<file path="src/rtl/piso_pkg.sv">
// Shared types and defaults for the parallel-in/serial-out transmitter.
package piso_pkg;

    localparam int unsigned PISO_WIDTH        = 8;
    localparam int unsigned PISO_CLKS_PER_BIT = 1;

    typedef enum logic [1:0] {
        IDLE  = 2'd0,
        SHIFT = 2'd1,
        DONE  = 2'd2
    } state_t;

endpackage

</file>
<file path="src/rtl/piso_bit_timer.sv">
// Bit-time divider: counts CLKS_PER_BIT cycles per serial bit and flags the first and last cycle.
module piso_bit_timer #(
    parameter int unsigned CLKS_PER_BIT = 1
) (
    input  logic clk,
    input  logic rst_n,
    input  logic clear,
    input  logic enable,
    output logic bit_start,
    output logic bit_end
);

    localparam int unsigned DW = (CLKS_PER_BIT > 1) ? $clog2(CLKS_PER_BIT) : 1;
    localparam logic [DW-1:0] DIV_LAST = DW'(CLKS_PER_BIT - 1);

    logic [DW-1:0] div_cnt;

    // Flags are decoded from the registered count, gated by the registered enable.
    assign bit_start = enable && (div_cnt == '0);
    assign bit_end   = enable && (div_cnt == DIV_LAST);

    always_ff @(posedge clk or negedge rst_n) begin
        if (!rst_n) begin
            div_cnt <= '0;
        end else if (clear) begin
            div_cnt <= '0;
        end else if (enable) begin
            if (div_cnt == DIV_LAST) begin
                div_cnt <= '0;
            end else begin
                div_cnt <= div_cnt + DW'(1);
            end
        end
    end

endmodule

</file>
<file path="src/rtl/piso_tx.sv">
// Parallel-in/serial-out transmitter: accepts a word on a valid/ready handshake and sends it MSB-first.
module piso_tx
    import piso_pkg::*;
#(
    parameter int unsigned WIDTH        = PISO_WIDTH,
    parameter int unsigned CLKS_PER_BIT = PISO_CLKS_PER_BIT
) (
    input  logic             clk,
    input  logic             rst_n,
    input  logic             load_valid,
    output logic             load_ready,
    input  logic [WIDTH-1:0] din,
    output logic             sdo,
    output logic             sdo_valid,
    output logic             bit_start,
    output logic             busy,
    output logic             done
);

    localparam int unsigned BW = (WIDTH > 1) ? $clog2(WIDTH) : 1;
    localparam logic [BW-1:0] BIT_LAST = BW'(WIDTH - 1);

    state_t           state;
    logic [WIDTH-1:0] shreg;
    logic [BW-1:0]    bit_cnt;
    logic             accept_c;
    logic             shifting_c;
    logic             tick_start;
    logic             tick_end;

    assign accept_c   = (state == IDLE) && load_valid;
    assign shifting_c = (state == SHIFT);

    piso_bit_timer #(
        .CLKS_PER_BIT(CLKS_PER_BIT)
    ) u_timer (
        .clk      (clk),
        .rst_n    (rst_n),
        .clear    (accept_c),
        .enable   (shifting_c),
        .bit_start(tick_start),
        .bit_end  (tick_end)
    );

    // Control FSM with shift register and bit counter.
    always_ff @(posedge clk or negedge rst_n) begin
        if (!rst_n) begin
            state   <= IDLE;
            shreg   <= '0;
            bit_cnt <= '0;
        end else begin
            case (state)
                IDLE: begin
                    if (load_valid) begin
                        shreg   <= din;
                        bit_cnt <= '0;
                        state   <= SHIFT;
                    end
                end
                SHIFT: begin
                    if (tick_end) begin
                        shreg <= {shreg[WIDTH-2:0], 1'b0};
                        if (bit_cnt == BIT_LAST) begin
                            bit_cnt <= '0;
                            state   <= DONE;
                        end else begin
                            bit_cnt <= bit_cnt + BW'(1);
                        end
                    end
                end
                DONE: begin
                    state <= IDLE;
                end
                default: begin
                    state <= IDLE;
                end
            endcase
        end
    end

    // Outputs decode registered state only; no input reaches an output.
    assign load_ready = (state == IDLE);
    assign sdo        = shifting_c && shreg[WIDTH-1];
    assign sdo_valid  = shifting_c;
    assign bit_start  = tick_start;
    assign busy       = (state == SHIFT) || (state == DONE);
    assign done       = (state == DONE);

endmodule

</file>
<file path="config.mk">
export PLATFORM = sky130hd
export DESIGN_NAME = piso_tx
export DESIGN_NICKNAME = d
export VERILOG_FILES = /design/src/rtl/piso_pkg.sv /design/src/rtl/piso_bit_timer.sv /design/src/rtl/piso_tx.sv
export SDC_FILE = /design/constraint.sdc
export NUM_CORES = 1
export LEC_CHECK = 0
export CAP_MARGIN = 25
export CORE_MARGIN = 1.5
export CORE_UTILIZATION = 30
export DETAILED_ROUTE_END_ITERATION = 8
export PLACE_DENSITY_LB_ADDON = 0.1
export SETUP_SLACK_MARGIN = 0.15
export SYNTH_ARGS = -nofsm -noshare
export SYNTH_HDL_FRONTEND = slang
export SYNTH_SLANG_ARGS = --single-unit
</file>
<file path="constraint.sdc">
create_clock -name clk -period 1.5 [get_ports clk]
set_clock_uncertainty 0.05 [all_clocks]
set_input_delay 0.225 -clock clk [delete_from_list [all_inputs] [get_ports clk]]
set_output_delay 0.225 -clock clk [all_outputs]
set_load 0.03 [all_outputs]
</file>
==> impl_metrics.tcl, run 1 <==
set metrics [dict create \
    h-tree-depth 1 \
    antenna_found_initial 0 \
    leakage_uw 0.000613 \
    p_sw_uw 1230 \
    root_buffer "clkbuf_4" \
    async_reset_ff_share_pct 100 \
    die_x_um 54.2 \
    cts_tree "done" \
    powerDensity_nw_per_um2 2230 \
    synth_seq_cells 13 \
    cts.path.max_buffers 2 \
    run_status "finished, violations left" \
    max_freq_mhz 603 \
    grt_first_pass_wirelength_um 3530 \
    synthMuxAreaShare_pct 1.91 \
    synth_edf_count 0 \
    fin_area_um2 1370 \
    grt_use_total_pct 17.1 \
    clk_latency_ns 0.27 \
    maxCapViolations 0 \
    initial_core_util_pct 31.8 \
    synth_area_per_cell_um2 10.8 \
    critPathArrivalTime_ns 1.38 \
    core.rowCount 18 \
    synth-xor-area-share_pct 0 \
    die_height_um 54.2 \
    layout_commonest_cell "buf_4" \
    final_antenna_net_count 0 \
    startpoint_type "flop" \
    gp_congestion 0.755 \
    place_hpwl_um 1360 \
    first_iter_violations 8 \
    layout-area-overhead-vs-synth_pct 74.6 \
    min_path_type "in2async" \
    clkSlewWorstSetupHoldPaths_ns 0.09 \
    swShare_pct 40.0 \
    comb_power_share_pct 72.7 \
    dieArea_um2 2940 \
    hold_viol 0 \
    end_kind "output pin" \
    worst_slack_ns -0.158 \
    ios 17 \
    final_cell_mix "buf_4 (18), buf_6 (14), dfrtp_1 (13)" \
    p_int_uw 1840 \
    synth_simple_gate_area_share_pct 22.1 \
    vias_per_cell 4.89 \
    timing.final.crit_share_pct 111 \
    ir_drop_mv 1.28 \
    drcViolationCount 0 \
    first_pass_iters 4 \
    netlist-cell-type-count 31 \
    core_area_um2 2480 \
    tightestPinTransition_ns 0.220 \
    ys.flop_type "dfrtp_1" \
    vias 719 \
    first_global_vias 757 \
    yosysWarningCount 0 \
    setup_viol 16 \
    cts.sink_count 13 \
    routed_wl_um 2120 \
    syn_nets 90 \
    drive_above_1_share_pct 53.8 \
    cp_data_required_time_ns 1.22 \
    violations "negative setup slack" \
    diodes 0 \
    synth_top_family_by_area "simple AND/OR/NAND/NOR gates" \
    yosysSeqAreaShare_pct 41.3 \
    synth_cells 73 \
    numCtsBuffers 3 \
    period_minus_slack_ns 1.66 \
    synth_compound_area_share_pct 16.5 \
    io_buffers 16 \
    fin_util_pct 55.5 \
    rsz0062_at_grt "true" \
    slew_headroom_pct 85.1 \
    synth_fa_ha_area_share_pct 9.54 \
    slew_violations 0 \
    grt_max_degree 14 \
    layout.nets 135 \
    worstPathMaxFanout 6 \
    critPathKind "reg2out" \
    placed_cell_area_um2 1110 \
    synth_area_um2 787 \
    postCtsHoldBufs 0 \
    power_frac_seq_pct 19.9 \
    grt_overflow_total 0 \
    wl_per_cell_um 14.4 \
    clockPowerShare_pct 7.4 \
]
-- power by group through the flow --
stage               Clock [uW]  Combinational (uW)  Sequential, uW
floorplan                    0                1110             587
global placement             0                1550             599
detailed placement           0                1590             596
CTS                        235                2090             592
global route               249                2400             623
finish                     227                2230             609
-- cells in the mapped netlist, types with 2 or more instances --
master | instances | share of area (%)
a32o_1 | 2 | 2.5
buf_2 | 2 | 1.3
buf_4 | 2 | 1.9
dfrtp_1 | 13 | 41
ha_1 | 6 | 9.5
inv_1 | 3 | 1.4
nand2_1 | 3 | 1.4
nand2b_1 | 2 | 1.6
nand3_1 | 8 | 5.1
nand4b_1 | 4 | 4.5
nor2_1 | 2 | 0.95
o21ai_0 | 4 | 2.5
o221a_1 | 2 | 2.9
o22a_1 | 3 | 3.3
-- stage by stage --
step | instances | hold WS (ns) | power [uW] | setup slack, ns | setup TNS [ns]
detailed placement | 130 | 0.443 | 2180 | -0.108 | -0.808
CTS | 146 | 0.199 | 2920 | -0.157 | -1.21
global placement | 130 | 0.437 | 2150 | -0.0945 | -0.621
finish | 147 | 0.192 | 3060 | -0.158 | -1.25
global route | 147 | 0.234 | 3280 | -0.200 | -2.26
floorplan | 73 | -0.121 | 1700 | -0.00538 | -0.00538
-- metal layers --
metal	up-vias	GRT usage [%]	part of all wire [%]
li1	356	-	-
met1	350	21.1	44
met2	11	30.5	52
met3	2	2.73	3.2
met4	0	5.00	0.90
met5	-	0	0
-- final timing paths --
kind	to	cells after the start	slack (ns)	startpoint
worst max register to register	state[1]$_DFFE_PN0P_	7	-0.14	state[1]$_DFFE_PN0P_
worst min-delay path	shreg[5]$_DFFE_PN0P_	2	0.19	rst_n
worst min register to register	bit_cnt[1]$_DFFE_PN0P_	1	0.46	bit_cnt[1]$_DFFE_PN0P_
min in group clk	bit_cnt[1]$_DFFE_PN0P_	1	0.46	bit_cnt[1]$_DFFE_PN0P_
max in group asynchronous	shreg[2]$_DFFE_PN0P_	2	1.04	rst_n
worst max-delay path	sdo	6	-0.16	state[1]$_DFFE_PN0P_
-- cells by family (layout without fill, tap and decap cells) --
| logic type | after synthesis | in the layout |
|---|---|---|
| adder cells (fa/ha/maj) | 6 | 6 |
| AO/OA/AOI/OAI | 16 | 16 |
| flip-flops | 13 | 13 |
| AND/OR/NAND/NOR | 28 | 28 |
| multiplexers | 1 | 1 |
| buffers and inverters | 9 | 53 |
-- area by class of cell --
cell class	instances	area, um2
multi-input cells	51	509
clock buffers	4	26.3
inverters	3	13.8
well taps	30	37.5
fillers	237	1100
flip-flops and latches	13	325
repair buffers	46	462
-- registers in the layout, summed over array words and instances (netlist names) --
register  count
shreg         8
bit_cnt       3
state         2
-- repair_timing --
item,CTS,global route
pin swaps,5,8
endpoints found under the setup margin,19,19
resized for setup,27,12
setup buffers,12,1
-- worst max-delay path, cell delays in order (launching register included) --
cell and delay, ns:
dfrtp_1 0.38, inv_2 0.06, buf_12 0.12, ha_4 0.16, buf_12 0.13, and2_4 0.13
buf_6 0.13
Power figures use the tool's default switching activity.
==> inputs of run 2 (changes only) <==
--- a/config.mk
+++ b/config.mk
@@ -7,7 +7,7 @@
 export LEC_CHECK = 0
 export CAP_MARGIN = 25
 export CORE_MARGIN = 1.5
-export CORE_UTILIZATION = 30
+export CORE_UTILIZATION = 44
 export DETAILED_ROUTE_END_ITERATION = 8
 export PLACE_DENSITY_LB_ADDON = 0.1
 export SETUP_SLACK_MARGIN = 0.15
==> impl_metrics.tcl, run 2 (synthesized netlist as in run 1, its figures left out) <==
set metrics [dict create \
    worstPathMaxFanout 4 \
    core.rowCount 15 \
    grt_max_degree 14 \
    cp_slowest_cell "dfrtp_1" \
    drive_above_1_share_pct 56.9 \
    root_buffer "clkbuf_4" \
    vias_per_cell 5.37 \
    cp.depth 6 \
    clk_latency_ns 0.29 \
    grt_use_total_pct 24.9 \
    critical_path.top_delay_family "buffers and inverters" \
    max_freq_mhz 603 \
    antenna_found_initial 0 \
    cp_cell_sequence "inv_2 -> buf_12 -> ha_4 -> buf_4 -> buf_6 -> buf_6" \
    die_height_um 45.3 \
    rsz0062_at_grt "true" \
    routed_wl_um 2620 \
    slew_violations 0 \
    cp_data_required_time_ns 1.22 \
    final_cell_mix "buf_4 (25), buf_6 (21), dfrtp_1 (13)" \
    run_status "finished, violations left" \
    comb_power_share_pct 75.2 \
    slew_headroom_pct 75.8 \
    largest_reg_flops 8 \
    worstRegToRegCells 10 \
    tightestPinTransition_ns 0.363 \
    first_pass_iters 4 \
    end_kind "output pin" \
    setup_viol 16 \
    clkSlewWorstSetupHoldPaths_ns 0.08 \
    fin_cells 155 \
    violations "negative setup slack" \
    cts_tree "done" \
    timing.final.crit_share_pct 110 \
    swShare_pct 39.7 \
    crit_path_frequent_cell "buf_6" \
    powerDensity_nw_per_um2 2290 \
    leakage_uw 0.000677 \
    startpoint_type "flop" \
    p_sw_uw 1340 \
    period_minus_slack_ns 1.66 \
    power_frac_seq_pct 18.0 \
    core_area_um2 1710 \
    power.total_uw 3380 \
    layout.nets 148 \
    p_int_uw 2040 \
    cts.sink_count 13 \
    final_antenna_net_count 0 \
    numCtsBuffers 3 \
    largest_register "shreg" \
    cp_slowest_stage_delay_ns 0.38 \
    gp_congestion 0.780 \
    clockPowerShare_pct 6.8 \
    critPathKind "reg2out" \
    tns_ns -1.81 \
    first_iter_violations 11 \
    layout_commonest_cell "buf_4" \
    layout-area-overhead-vs-synth_pct 87.6 \
    cts.path.max_buffers 2 \
    dieArea_um2 2050 \
    die_x_um 45.3 \
    drcViolationCount 0 \
    first_global_vias 759 \
    vias 833 \
    postCtsHoldBufs 0 \
    ios 17 \
    min_path_type "in2async" \
    r2r_slack_ns -0.15 \
    timing.hold.ws_ns 0.199 \
    h-tree-depth 1 \
    diodes 0 \
    io_buffers 16 \
    critical_path_buf_inv_count 5 \
    reg_top3 "shreg (8), bit_cnt (3), state (2)" \
    hold_viol 0 \
    critPathArrivalTime_ns 1.38 \
    ir_drop_mv 2.04 \
    maxCapViolations 0 \
    wl_per_cell_um 16.9 \
    grt_first_pass_wirelength_um 3500 \
    dp.cells 124 \
    initial_core_util_pct 46.1 \
    worst_slack_ns -0.157 \
    grt_overflow_total 0 \
    place_hpwl_um 1250 \
]
run 2: repair_timing:
action,in CTS,in global routing
buffers inserted,12,13
pin swaps,7,10
setup endpoints to repair,19,19
gates resized for setup,37,6
endpoints found under the hold margin,0,0
gates cloned,2,0
run 2: layout make-up:
class | count | area, um2
clock buffer | 4 | 26.3
fill | 87 | 231
inverter | 3 | 13.8
multi-input combinational | 52 | 515
sequential | 13 | 325
tap | 25 | 31.3
timing repair buffer | 58 | 564
run 2: worst register-to-register path, delay by kind of cell (launching register included):
| kind | cells | cell delay (ns) |
|---|---|---|
| AND/OR/NAND/NOR | 2 | 0.20 |
| AO/OA/AOI/OAI | 1 | 0.07 |
| adder cells (fa/ha/maj) | 1 | 0.16 |
| buffers and inverters | 6 | 0.70 |
| flip-flops | 1 | 0.38 |
run 2: power groups by stage:
stage                     Combinational, uW  Sequential, uW  Clock [uW]
after floorplan                        1110             587           0
after global placement                 1480             603           0
after detailed placement               1500             603           0
after CTS                              2130             598         232
after global routing                   2680             622         236
final                                  2540             608         229
run 2: through the flow:
stage	setup slack, ns	utilization, %	area (um2)
global placement	-0.127	63.4	1080
floorplan	-0.00538	-	831
detailed placement	-0.147	63.4	1080
global route	-0.220	86.4	1480
CTS	-0.134	79.6	1360
finish	-0.157	86.4	1480
run 2: final timing paths:
kind | startpoint | to
setup / recovery | state[1]$_DFFE_PN0P_ | bit_start
hold / removal | rst_n | shreg[5]$_DFFE_PN0P_
setup reg to reg | state[1]$_DFFE_PN0P_ | shreg[0]$_DFFE_PN0P_
hold reg to reg | shreg[7]$_DFFE_PN0P_ | shreg[7]$_DFFE_PN0P_
max in group asynchronous | rst_n | state[1]$_DFFE_PN0P_
min in group clk | din[5] | shreg[5]$_DFFE_PN0P_
run 2: per-layer routing:
| metal | global-route usage [%] | vias to the layer above | wire (um) |
|---|---|---|---|
| met3 | 4.80 | 6 | 113 |
| met1 | 31.6 | 414 | 1200 |
| met2 | 40.0 | 28 | 1250 |
| met5 | 0 | - | 0 |
| met4 | 12.9 | 0 | 57 |
| li1 | - | 385 | - |
==> inputs of run 3 (changes only) <==
--- a/config.mk
+++ b/config.mk
@@ -10,6 +10,7 @@
 export CORE_UTILIZATION = 44
 export DETAILED_ROUTE_END_ITERATION = 8
 export PLACE_DENSITY_LB_ADDON = 0.1
+export RECOVER_POWER = 100
 export SETUP_SLACK_MARGIN = 0.15
 export SYNTH_ARGS = -nofsm -noshare
 export SYNTH_HDL_FRONTEND = slang
==> impl_metrics.tcl, run 3 (synthesized netlist as in run 1, its figures left out) <==
set metrics [dict create \
    run_status "finished, violations left" \
    power_frac_seq_pct 18.0 \
    swShare_pct 39.7 \
    power.total_uw 3380 \
    rsz0062_at_grt "true" \
    reg_top3 "shreg (8), bit_cnt (3), state (2)" \
    timing.critical_path.to "bit_start" \
    place_hpwl_um 1250 \
    worstRegToRegCells 10 \
    maxCapViolations 0 \
    min_path_type "in2reg" \
    grt_max_degree 14 \
    powerDensity_nw_per_um2 2290 \
    final_cell_mix "buf_4 (24), buf_6 (21), dfrtp_1 (13)" \
    violations "negative setup slack" \
    cp_data_required_time_ns 1.22 \
    slew_headroom_pct 47.3 \
    gp_congestion 0.780 \
    first_global_vias 759 \
    hold_viol 0 \
    reg2reg_from "state[1]$_DFFE_PN0P_" \
    clk_latency_ns 0.29 \
    largest_reg_flops 8 \
    drive_above_1_share_pct 56.2 \
    clkSlewWorstSetupHoldPaths_ns 0.08 \
    fin_cells 155 \
    comb_power_share_pct 75.2 \
    setup_viol 16 \
    layout.nets 148 \
    grt_overflow_total 0 \
    critPathArrivalTime_ns 1.38 \
    first_pass_iters 4 \
    vias 835 \
    largest_register "shreg" \
    die_x_um 45.3 \
    slew_violations 0 \
    worstHoldStart "din[5]" \
    end_kind "output pin" \
    diodes 0 \
    grt_use_total_pct 24.9 \
    clockPowerShare_pct 6.8 \
    final_antenna_net_count 0 \
    worstPathMaxFanout 4 \
    crit_start "state[1]$_DFFE_PN0P_" \
    die_height_um 45.3 \
    vias_per_cell 5.39 \
    dieArea_um2 2050 \
    p_int_uw 2040 \
    initial_core_util_pct 46.1 \
    grt_first_pass_wirelength_um 3500 \
    antenna_found_initial 0 \
    core.rowCount 15 \
    numCtsBuffers 3 \
    fin_util_pct 86.2 \
    cts_tree "done" \
    r2r_slack_ns -0.15 \
    tightestPinTransition_ns 0.790 \
    ir_drop_mv 2.04 \
    p_sw_uw 1340 \
    cts.path.max_buffers 2 \
    multi_input_area_um2 515 \
    leakage_uw 0.000673 \
    period_minus_slack_ns 1.66 \
    wl_per_cell_um 16.9 \
    first_iter_violations 11 \
    routed_wl_um 2620 \
    drcViolationCount 0 \
    core_area_um2 1710 \
    cts.sink_count 13 \
    startpoint_type "flop" \
    h-tree-depth 1 \
    filler_cell_count 87 \
    timing.final.crit_share_pct 110 \
    max_freq_mhz 603 \
    timing.hold.ws_ns 0.473 \
    worst_slack_ns -0.157 \
    layout-area-overhead-vs-synth_pct 87.1 \
    dp.cells 124 \
    r2r-end "shreg[0]$_DFFE_PN0P_" \
    postCtsHoldBufs 0 \
    layout_commonest_cell "buf_4" \
    regArea_um2 325 \
    critPathKind "reg2out" \
    root_buffer "clkbuf_4" \
    io_buffers 16 \
    ios 17 \
]
-- run 3: changes by cell type in the layout (fill, tap and decap cells not counted), sizes merged --
cell / delta
dlygate4sd3: +1
buf: -1
clkbuf: +1
clkdlybuf4s50: -1
-- run 3: how the worst min path moves through the flow --
stage	cells after the start	endpoint	slack, ns
after floorplan	0	bit_cnt[0]$_DFFE_PN0P_	-0.12
after global placement	1	bit_cnt[2]$_DFFE_PN0P_	0.43
after detailed placement	1	bit_cnt[2]$_DFFE_PN0P_	0.44
after CTS	2	shreg[7]$_DFFE_PN0P_	0.20
after global routing	2	shreg[7]$_DFFE_PN0P_	0.50
final	3	shreg[5]$_DFFE_PN0P_	0.47
-- run 3: what timing repair did --
item                       CTS  global route
cloned                       2             0
buffers inserted            12            13
setup endpoints to repair   19            19
pin swaps                    7            10
resized for setup           37             6
-- run 3: worst max-delay path: stages (launching register included) --
cell and delay (ns):
dfrtp_1 0.38, inv_2 0.06, buf_12 0.12, ha_4 0.16
buf_4 0.13, buf_6 0.12, buf_6 0.13
-- run 3: routing by layer --
layer | track usage, % | wire length, um | vias to the layer above
li1 | - | - | 385
met1 | 31.6 | 1190 | 418
met2 | 40.0 | 1260 | 26
met3 | 4.80 | 117 | 6
met4 | 12.9 | 57 | 0
met5 | 0 | 0 | -
-- run 3: layout make-up --
class	instances	share of cell area [%]
Timing Repair Buffer	58	38.1
Inverter	3	0.935
Tap cell	25	2.12
Multi-Input combinational cell	52	35.0
Sequential cell	13	22.1
Clock buffer	4	1.78
-- run 3: power by group through the flow --
stage,registers (uW),clock network [uW],logic (uW)
after floorplan,587,0,1110
after global placement,603,0,1480
after detailed placement,603,0,1500
after CTS,598,232,2130
after global routing,622,236,2680
final,607,229,2540
-- run 3: through the flow --
| stage | instance area [um2] | TNS (ns) | setup WS, ns |
|---|---|---|---|
| after floorplan | 831 | -0.00538 | -0.00538 |
| after global placement | 1080 | -0.920 | -0.127 |
| after detailed placement | 1080 | -1.09 | -0.147 |
| after CTS | 1360 | -0.616 | -0.134 |
| after global routing | 1470 | -2.52 | -0.220 |
| final | 1470 | -1.81 | -0.157 |
